[config.mk]
export PLATFORM = sky130hd
export DESIGN_NAME = led_scheduler
export DESIGN_NICKNAME = d
export VERILOG_FILES = /design/src/rtl/led_sched_pkg.sv /design/src/rtl/led_rr_arbiter.sv /design/src/rtl/led_scheduler.sv
export SDC_FILE = /design/constraint.sdc
export NUM_CORES = 1
export LEC_CHECK = 0
export BUFFER_PORTS_ARGS = -buffer_cell sky130_fd_sc_hd__buf_4
export CAP_MARGIN = 20
export CORE_ASPECT_RATIO = 1.5
export CORE_MARGIN = 4
export CORE_UTILIZATION = 50
export CTS_CLUSTER_SIZE = 8
export DETAILED_ROUTE_END_ITERATION = 7
export PLACE_DENSITY_LB_ADDON = 0.05
export SLEW_MARGIN = 30
export SYNTH_ARGS = -nofsm -noshare
export SYNTH_HDL_FRONTEND = slang
export SYNTH_SLANG_ARGS = --single-unit
export TNS_END_PERCENT = 5
[constraint.sdc]
create_clock -name CLK -period 5.04 [get_ports CLK]
set_input_delay 0 -clock CLK [delete_from_list [all_inputs] [get_ports CLK]]
set_output_delay 0 -clock CLK [all_outputs]
set_load 0.01 [all_outputs]
[src/rtl/led_sched_pkg.sv]
// Shared types and helpers for the LED bank scheduler.
package led_sched_pkg;

  localparam int LED_W   = 8;
  localparam int MAX_REQ = 8;

  typedef enum logic [1:0] {
    IDLE  = 2'd0,
    GRANT = 2'd1,
    GAP   = 2'd2
  } state_t;

  // One-hot vector for a requester index; callers narrow it to NREQ bits.
  function automatic logic [MAX_REQ-1:0] onehot(input logic [2:0] idx);
    logic [MAX_REQ-1:0] v;
    v      = '0;
    v[idx] = 1'b1;
    return v;
  endfunction

endpackage

[src/rtl/led_rr_arbiter.sv]
// Combinational round-robin pick: first requester at or after (last+1) mod NREQ.
module led_rr_arbiter #(
  parameter  int NREQ  = 4,
  localparam int IDX_W = (NREQ > 1) ? $clog2(NREQ) : 1
) (
  input  logic [NREQ-1:0]  req,
  input  logic [IDX_W-1:0] last,
  output logic             req_any,
  output logic [IDX_W-1:0] pick
);

  // Scan from the farthest candidate back to the nearest so the nearest wins.
  always_comb begin
    req_any = |req;
    pick    = '0;
    for (int k = NREQ; k >= 1; k--) begin
      if (req[(int'(last) + k) % NREQ]) pick = IDX_W'((int'(last) + k) % NREQ);
    end
  end

endmodule

[src/rtl/led_scheduler.sv]
// Time-slices the 8-LED bank between NREQ pattern requesters with round-robin
// ownership, a one-cycle dark gap between owners and a global PWM brightness.
// Optional: define LED_SCHEDULER_HEARTBEAT_EN to blink LED7 from a 9-bit tick
// counter while no requester owns the bank.
module led_scheduler
  import led_sched_pkg::*;
#(
  parameter int NREQ        = 4,
  parameter int TICK_DIV    = 12000,
  parameter int SLICE_TICKS = 250,
  parameter int PWM_BITS    = 4
) (
  input  logic                  CLK,
  input  logic                  RST,
  input  logic [NREQ-1:0]       req,
  input  logic [NREQ*LED_W-1:0] pattern,
  input  logic [PWM_BITS-1:0]   duty,
  output logic [NREQ-1:0]       grant,
  output logic                  tick,
  output logic [LED_W-1:0]      LED
);

  localparam int IDX_W = (NREQ > 1) ? $clog2(NREQ) : 1;
  localparam int PRE_W = (TICK_DIV > 1) ? $clog2(TICK_DIV) : 1;
  localparam int SL_W  = (SLICE_TICKS > 1) ? $clog2(SLICE_TICKS) : 1;

  state_t              state;
  logic [IDX_W-1:0]    last;
  logic [PRE_W-1:0]    presc;
  logic [SL_W-1:0]     slice_cnt;
  logic [PWM_BITS-1:0] pwm_cnt;
  logic                req_any;
  logic [IDX_W-1:0]    pick;
  logic                pwm_on;
  logic                slice_end;
  logic [LED_W-1:0]    owner_pat;
  logic [LED_W-1:0]    idle_led;

  led_rr_arbiter #(.NREQ(NREQ)) u_arb (
    .req     (req),
    .last    (last),
    .req_any (req_any),
    .pick    (pick)
  );

  assign tick      = (presc == PRE_W'(TICK_DIV - 1));
  assign pwm_on    = (duty == '1) || (pwm_cnt < duty);
  assign slice_end = tick && (slice_cnt == SL_W'(SLICE_TICKS - 1));
  assign owner_pat = pattern[int'(last)*LED_W +: LED_W];

  // Free-running tick prescaler, independent of scheduler state.
  always_ff @(posedge CLK) begin
    if (RST)       presc <= '0;
    else if (tick) presc <= '0;
    else           presc <= presc + 1'b1;
  end

  // Free-running PWM phase counter.
  always_ff @(posedge CLK) begin
    if (RST) pwm_cnt <= '0;
    else     pwm_cnt <= pwm_cnt + 1'b1;
  end

`ifdef LED_SCHEDULER_HEARTBEAT_EN
  logic [8:0] hb_cnt;

  // Tick counter whose MSB gives a slow idle heartbeat on LED7.
  always_ff @(posedge CLK) begin
    if (RST)       hb_cnt <= '0;
    else if (tick) hb_cnt <= hb_cnt + 1'b1;
  end

  assign idle_led = {hb_cnt[8] & pwm_on, {(LED_W-1){1'b0}}};
`else
  assign idle_led = '0;
`endif

  // Ownership FSM with registered grant and LED drive.
  always_ff @(posedge CLK) begin
    if (RST) begin
      state     <= IDLE;
      grant     <= '0;
      LED       <= '0;
      last      <= IDX_W'(NREQ - 1);
      slice_cnt <= '0;
    end else begin
      case (state)
        IDLE, GAP: begin
          LED <= (state == IDLE) ? idle_led : '0;
          if (req_any) begin
            state     <= GRANT;
            grant     <= NREQ'(onehot(3'(pick)));
            last      <= pick;
            slice_cnt <= '0;
          end else begin
            state <= IDLE;
            grant <= '0;
          end
        end
        GRANT: begin
          // An early drop and a slice-end tick on the same cycle share one gap.
          if (!req[last] || slice_end) begin
            state <= GAP;
            grant <= '0;
            LED   <= '0;
          end else begin
            LED <= owner_pat & {LED_W{pwm_on}};
            if (tick) slice_cnt <= slice_cnt + 1'b1;
          end
        end
        default: begin
          state <= IDLE;
          grant <= '0;
          LED   <= '0;
        end
      endcase
    end
  end

endmodule

==> impl_metrics.ini, run 1 <==
[status]
status = completed

[global_route]
grt_pass1_wl_um = 7500
grt_use_total = 0.187
grt_max_degree = 17
antenna_found_initial = 0
grt-ovfl-total = 0
grt_pass1_vias = 1713

[drt]
routed_wl_um = 4370
postRouteAntennaNets = 0
initialDrtViolationCount = 80
dr.pass1.iters = 4
vias = 1720
drc = 0
vias_per_cell = 5.39
avgRoutedWirePerCell_um = 13.7

[logic_synthesis]
yosysSeqAreaShare = 0.406
synthSimpleGateAreaFrac = 0.240
synth_cells = 219
ys_seq_elements = 42
synth_fa_ha_area_frac = 0.0423
yosysMostFrequentCell = dfxtp_1
yosys.area.top_type = dfxtp_1
yosysTopAreaCellShare = 0.406
synth_xor_area_frac = 0.0803
ys_types = 37
synth_commonest_cells = 42 x dfxtp_1, 34 x nor2_1, 25 x nand2_1
synth-edff-count = 0
synth_mux_area_frac = 0.103
synth_async_sr_flop_share = 0
syn_avg_cell_area_um2 = 9.46
synth_top_family_by_area = simple AND/OR/NAND/NOR gates
synth_compound_area_frac = 0.0870
yosys_warnings = 0
synth_area_leaders = dfxtp_1 41%, mux4_2 9.8%, nor2_1 6.2%, nand2_1 4.5%, ha_1 4.2%
synth_flop_cell = dfxtp_1
synth_fp_nets = 268
syn_area_um2 = 2070

[setup_path]
worstSetupPathType = reg2reg
cp-start-kind = register
endpoint_kind = register
crit_family = simple AND/OR/NAND/NOR gates
rr_startpoint = presc[0]
worstPathCellList = ha_1 > and4_1 > nand4_1 > o2111a_1 > or2_2
cp-startpoint = presc[0]
critPathRequiredTime_ns = 5.22
r2r_cells = 5
crit_path_end = state[0]
crit_buf_inv = 0
crit_arrival_ns = 2.46
slowest_stage = o2111a_1
reg2reg_setup_slack_ns = 2.76
cp_max_fo = 13
slowest_delay_ns = 0.56
r2r-end = state[0]
cp.depth = 5

[cts]
ctsResizeCount = 0
clk_pin_slew_worst_paths_ns = 0.08
ctsHoldBuffers = 1
cts_root_buf = clkbuf_8
post_cts_buffers = 0
insertion_delay_ns = 0.29
cts_max_level = 2
cts.sinks = 42
cts_buffer_depth = 2
cts_buffers = 5
tritoncts = done

[die]
die_w_um = 60.6
die_h_um = 86.8
io_pins = 55
core_area_um2 = 3960
row_count = 28
start_util = 0.523
die_area_um2 = 5260

[power_and_ir_drop]
p_leak_uw = 0.00109
seqPwrFrac = 0.450
switching_share = 0.227
p_int_uw = 637
power.density_nw_per_um2 = 312
p_comb_frac = 0.160
peakVddDrop_mv = 0.237
p_switching_uw = 187
p_clk_frac = 0.390

[final_layout]
syn_to_final_growth_pct = 27.6
final_nets = 322
finish.utilization = 0.668
fillers = 365
drive_gt1_frac = 0.299
diodes = 0

[timing]
slew_headroom = 0.536
whs_ns = 0.138
period_share = 0.452
hold_violations = 0
setup_tns_ns = 0
rsz0062_at_grt = false
worst_pin_slew_ns = 0.696
fin_crit_ns = 2.28
slew_viol_final = 0
skew_ns = 0.00380
fmax_ghz = 0.439
setup_violations = 0

[placed_design]
io_buffers = 54
dp_hpwl_um = 3410
gp_congestion = 0.796

[worst_hold_path]
hold_path.class = in2reg

[flow_run]
drv_cap = 0
[stage by stage]
stage                     std cells  area (um^2)  total power (uW)  worst slack, ns
after global placement          310         2480               508             2.81
after floorplan                 219         2070               458             3.29
after CTS                       319         2640               832             2.73
after global routing            319         2640               862             2.51
after detailed placement        310         2480               510             2.77
final                           319         2640               824             2.76
[registers in the layout, summed over array words and instances (netlist names)]
signal     cells
LED            8
presc         14
grant          4
pwm_cnt        4
last           2
slice_cnt      8
state          2
[power by group through the flow]
stage          Sequential [uW]  Combinational, uW  Clock (uW)
4_1_cts                    372                132         329
5_1_grt                    375                147         340
6_report                   371                132         321
2_1_floorplan              367               91.1           0
3_3_place_gp               379                129           0
3_5_place_dp               379                131           0
[cell families after synthesis]
family | count (synthesis)
muxes | 10
buffers and inverters | 18
AOI/OAI and AO/OA | 24
and+or+nand+nor | 99
DFF | 42
xor gates and xnor gates | 19
adders and majority gates | 7
[cell usage in the layout, fill, tap and decap left out]
master / n
or2_2: 2
a31o_2: 2
and2_1: 1
nor2b_1: 3
dlygate4sd3_1: 1
o311ai_4: 1
inv_1: 10
nand3_1: 10
mux2i_1: 1
nand4_1: 6
xnor2_1: 10
ha_1: 7
o221ai_1: 1
o41ai_2: 1
xor2_1: 9
o21ai_0: 8
o211ai_1: 2
clkbuf_8: 6
dfxtp_1: 42
o31ai_1: 1
nand2_1: 25
a21oi_1: 4
and3_1: 3
nor4_2: 3
o22ai_1: 1
o221a_2: 1
nand2b_1: 1
nor2_1: 34
nor4b_4: 1
and4_1: 3
mux4_2: 9
a21boi_0: 1
or3_1: 2
bufinv_16: 2
nor3_1: 5
buf_4: 54
o2111a_1: 1
[worst reg2reg max path, delay by kind of cell, from the launching register on]
| kind | cells | cell delay [ns] |
|---|---|---|
| compound gates | 1 | 0.56 |
| simple gates | 3 | 1.02 |
| flops | 1 | 0.38 |
| fa+ha+maj | 1 | 0.21 |
[cell type report]
| class | count | area, um^2 | area share |
|---|---|---|---|
| Tap cell | 45 | 56.3 | 0.0213 |
| Timing Repair Buffer | 55 | 415 | 0.157 |
| Inverter | 10 | 37.5 | 0.0142 |
| Clock buffer | 6 | 82.6 | 0.0312 |
| Multi-Input combinational cell | 159 | 1150 | 0.435 |
| Sequential cell | 42 | 841 | 0.318 |
| Clock inverter | 2 | 60.1 | 0.0227 |
[how the worst min path moves through the flow]
stage / from / to / slack, ns / depth (start not counted)
final: req[0] / last[0] / 0.14 / 3
after global routing: req[0] / last[1] / 0.16 / 3
after CTS: pattern[5] / LED[5] / 0.14 / 4
after detailed placement: RST / pwm_cnt[0] / 0.25 / 2
after global placement: RST / pwm_cnt[0] / 0.25 / 2
after floorplan: req[3] / grant[0] / 0.25 / 3
[routing by layer]
layer	up-vias	wire length [um]	GRT usage
met5	-	0	0
met4	0	60	0.0592
met3	6	217	0.0343
met2	39	2350	0.328
met1	803	1740	0.224
li1	872	-	-
(Power assumes the default switching activity.)
==> inputs of run 2 (changes only) <==
==> constraint.sdc (replaced) <==
create_clock -name CLK -period 2.1 [get_ports CLK]
set_input_delay 0 -clock CLK [delete_from_list [all_inputs] [get_ports CLK]]
set_output_delay 0 -clock CLK [all_outputs]
set_load 0.01 [all_outputs]
==> impl_metrics.ini, run 2 (same netlist as run 1, synthesis figures left out) <==
[die]
die_w_um = 60.6
io_pins = 55
die_h_um = 86.8
row_count = 28
core_area_um2 = 3960
die_area_um2 = 5260
start_util = 0.523

[global_route]
grt_use_met3 = 0.0477
antenna_found_initial = 0
grt_pass1_wl_um = 8000
use_met2 = 0.359
grt_max_degree = 16
grt_use_met1 = 0.215
grt-ovfl-total = 0
grt_use_total = 0.200
grt_pass1_vias = 1749
busiest_layer = met2

[setup_path]
worstSetupPathType = reg2reg
slowest_stage = dfxtp_1
critPathRequiredTime_ns = 2.28
slowest_delay_ns = 0.38
cp_max_fo = 8
cp-start-kind = register
worstPathCellList = ha_1 > and4_1 > nand4_1 > buf_4 > nor4_2 > xnor2_1 > nor2_1
crit_arrival_ns = 2.04
endpoint_kind = register

[timing]
fin_ws_ns = 0.240
setup_tns_ns = 0
rsz0062_at_grt = false
setup_violations = 0
period_share = 0.886
worst_pin_slew_ns = 0.597
fin_crit_ns = 1.86
hold_violations = 0
skew_ns = 0.00570
fmax_ghz = 0.538
slew_headroom = 0.602
slew_viol_final = 0

[placed_design]
io_buffers = 54
dp_hpwl_um = 3680
post-place-ws_ns = 0.253
gp_congestion = 0.816

[cts]
cts_buffer_depth = 2
tritoncts = done
cts_max_level = 2
cts_buffers = 5
cts.sinks = 42
insertion_delay_ns = 0.29
cts_root_buf = clkbuf_8
ctsResizeCount = 0
clk_pin_slew_worst_paths_ns = 0.08

[power_and_ir_drop]
finalPower_uw = 1850
p_comb_frac = 0.198
seqPwrFrac = 0.463
p_leak_uw = 0.00109
peakVddDrop_mv = 0.667
p_clk_frac = 0.339
switching_share = 0.250
p_switching_uw = 463
p_int_uw = 1390
power.density_nw_per_um2 = 701

[final_layout]
final_common_cell = buf_4
largest-register = presc
diodes = 0
reg_top3 = presc: 14 flops, LED: 8 flops, slice_cnt: 8 flops
largest_reg_flops = 14
final_cell_mix = 59 x buf_4, 42 x dfxtp_1, 34 x nor2_1, 25 x nand2_1
drive_gt1_frac = 0.305
final_nets = 327
syn_to_final_growth_pct = 27.5

[drt]
postRouteAntennaNets = 0
vias = 1767
drc = 0
vias_per_cell = 5.45
avgRoutedWirePerCell_um = 14.4
routed_wl_um = 4670
dr.pass1.iters = 4
initialDrtViolationCount = 57

[status]
status = completed

[flow_run]
drv_cap = 0

[worst_hold_path]
hold_path.class = in2reg
-- run 2: worst paths after layout --
path / startpoint / end / slack [ns] / cells past startpoint
worst max-delay path: presc[0] / slice_cnt[6] / 0.24 / 7
worst min-delay path: pattern[6] / LED[6] / 0.15 / 4
worst max register to register: presc[0] / slice_cnt[6] / 0.24 / 7
worst min register to register: presc[0] / presc[0] / 0.46 / 1
-- run 2: routing by layer --
layer	wire, um	share of wire
met2	2580	0.55
met4	138	0.030
met5	0	0
met1	1760	0.38
met3	185	0.040
-- run 2: final cells by class --
class                      instances  area, um^2
fill                             333        1320
inverter                          10        37.5
clock inverter                     2        37.5
multi-input combinational        159        1140
timing repair buffer              60         453
clock buffer                       6        72.6
sequential                        42         841
tap                               45        56.3
-- run 2: power by group through the flow --
stage          Combinational [uW]  Clock, uW  Sequential [uW]
6_report                      367        627              858
5_1_grt                       403        682              864
4_1_cts                       371        646              859
3_5_place_dp                  368          0              877
3_3_place_gp                  362          0              876
2_1_floorplan                 219          0              881
-- run 2: worst max-delay path, delay by kind of cell, from the launching register on --
kind	cells	cell delay [ns]
simple gates	4	0.78
flops	1	0.38
buf+inv	1	0.22
fa+ha+maj	1	0.21
xor+xnor	1	0.15
-- run 2: through the flow --
| stage | utilization | hold slack [ns] | instance area, um^2 | cells |
|---|---|---|---|---|
| 2_1_floorplan | - | 0.252 | 2070 | 219 |
| 3_3_place_gp | 0.637 | 0.242 | 2520 | 315 |
| 3_5_place_dp | 0.637 | 0.243 | 2520 | 315 |
| 4_1_cts | 0.667 | 0.141 | 2640 | 324 |
| 5_1_grt | 0.667 | 0.158 | 2640 | 324 |
| 6_report | 0.667 | 0.146 | 2640 | 324 |
-- run 2: repair_timing --
item / in CTS / in global routing
endpoints found under the hold margin: 5 / 0
hold buffers: 1 / 0
setup buffers: 0 / 0
==> inputs of run 3 (changes only) <==
--- a/config.mk
+++ b/config.mk
@@ -10,6 +10,7 @@
 export CORE_ASPECT_RATIO = 1.5
 export CORE_MARGIN = 4
 export CORE_UTILIZATION = 50
+export CTS_BUF_LIST = sky130_fd_sc_hd__clkbuf_8
 export CTS_CLUSTER_SIZE = 8
 export DETAILED_ROUTE_END_ITERATION = 7
 export PLACE_DENSITY_LB_ADDON = 0.05
==> impl_metrics.ini, run 3 (same netlist as run 1, synthesis figures left out) <==
[status]
status = completed

[drt]
postRouteAntennaNets = 0
vias = 1772
avgRoutedWirePerCell_um = 14.3
initialDrtViolationCount = 58
vias_per_cell = 5.47
routed_wl_um = 4650
dr.pass1.iters = 4
drc = 0

[setup_path]
cp_max_fo = 8
r2r_cells = 7
crit_buf_inv = 1
crit_arrival_ns = 2.04
worstSetupPathType = reg2reg
crit_family = simple AND/OR/NAND/NOR gates
cp-start-kind = register
worstPathCellList = ha_1 > and4_1 > nand4_1 > buf_4 > nor4_2 > xnor2_1 > nor2_1
critPathRequiredTime_ns = 2.28
cp.depth = 7
slowest_delay_ns = 0.38
slowest_stage = dfxtp_1
endpoint_kind = register

[die]
io_pins = 55
core_area_um2 = 3960
start_util = 0.523
die_h_um = 86.8
die_area_um2 = 5260
row_count = 28
die_w_um = 60.6

[cts]
cts_max_level = 2
ctsResizeCount = 0
clk_pin_slew_worst_paths_ns = 0.08
cts.sinks = 42
insertion_delay_ns = 0.29
cts_buffers = 5
cts_root_buf = clkbuf_8
cts_buffer_depth = 2
tritoncts = done

[placed_design]
gp_congestion = 0.816
dp_hpwl_um = 3680
placed_cells = 315
post_dp_cell_area_um2 = 2520
io_buffers = 54

[global_route]
grt_max_degree = 16
grt_use_total = 0.200
grt_use_met1 = 0.215
use_met2 = 0.359
grt-ovfl-total = 0
busiest_layer = met2
antenna_found_initial = 0
grt_pass1_wl_um = 8000
grt_pass1_vias = 1749
grt_use_met3 = 0.0477

[final_layout]
diodes = 0
final_common_cell = buf_4
syn_to_final_growth_pct = 27.5
final_nets = 327
largest_reg_flops = 14
reg_top3 = presc: 14 flops, LED: 8 flops, slice_cnt: 8 flops
final_cells = 324
fillers = 333
final_cell_area_um2 = 2640
drive_gt1_frac = 0.305
final_cell_mix = 59 x buf_4, 42 x dfxtp_1, 34 x nor2_1, 25 x nand2_1, 11 x inv_1
largest-register = presc

[worst_hold_path]
hold_path.class = in2reg
hold_depth = 4

[power_and_ir_drop]
peakVddDrop_mv = 0.668
power.density_nw_per_um2 = 699
p_leak_uw = 0.00109

[timing]
slew_viol_final = 0
worst_pin_slew_ns = 0.597
hold_violations = 0
whs_ns = 0.145
fmax_ghz = 0.539
slew_headroom = 0.602
rsz0062_at_grt = false
setup_violations = 0
skew_ns = 0.00638
setup_tns_ns = 0
period_share = 0.883
fin_crit_ns = 1.85

[flow_run]
drv_cap = 0
run 3: cell types whose count changed in the layout (fill, tap and decap cells not counted), sizes merged:
cell / change
inv: +1
clkbuf: -1
run 3: repair_timing:
action,CTS,global route
setup buffers,0,0
hold buffers,1,0
hold endpoints to repair,5,0
run 3: power by group:
group / switching (uW) / internal (uW)
logic: 167 / 200
registers: 23.0 / 835
clock network: 273 / 350
run 3: final timing paths:
| kind | from | endpoint | slack, ns |
|---|---|---|---|
| worst max register to register | presc[0] | slice_cnt[6] | 0.25 |
| worst min register to register | presc[0] | presc[0] | 0.46 |
| worst min-delay path | pattern[6] | LED[6] | 0.15 |
| worst max-delay path | presc[0] | slice_cnt[6] | 0.25 |
run 3: area by class of cell:
type | count | area (um^2) | area share
Multi-Input combinational cell | 159 | 1140 | 0.433
Sequential cell | 42 | 841 | 0.318
Timing Repair Buffer | 60 | 453 | 0.171
Clock buffer | 5 | 68.8 | 0.0261
Tap cell | 45 | 56.3 | 0.0213
Clock inverter | 3 | 41.3 | 0.0156
Inverter | 10 | 37.5 | 0.0142
run 3: stage by stage:
stage                     power (uW)  utilization  setup slack (ns)
after floorplan                 1100            -             0.348
after global placement          1240        0.637             0.309
after detailed placement        1240        0.637             0.253
after CTS                       1870        0.667             0.248
after global routing            1940        0.667            0.0885
final                           1850        0.667             0.245
run 3: tightest hold or removal path: stages:
cell and delay, ns:
buf_4 0.07, mux4_2 0.21, nand2_1 0.05, nor2_1 0.07
run 3: metal layers:
| layer | vias up | wire length [um] |
|---|---|---|
| met1 | 838 | 1730 |
| met4 | 0 | 138 |
| met5 | - | 0 |
| met2 | 37 | 2590 |
| li1 | 885 | - |
| met3 | 12 | 189 |
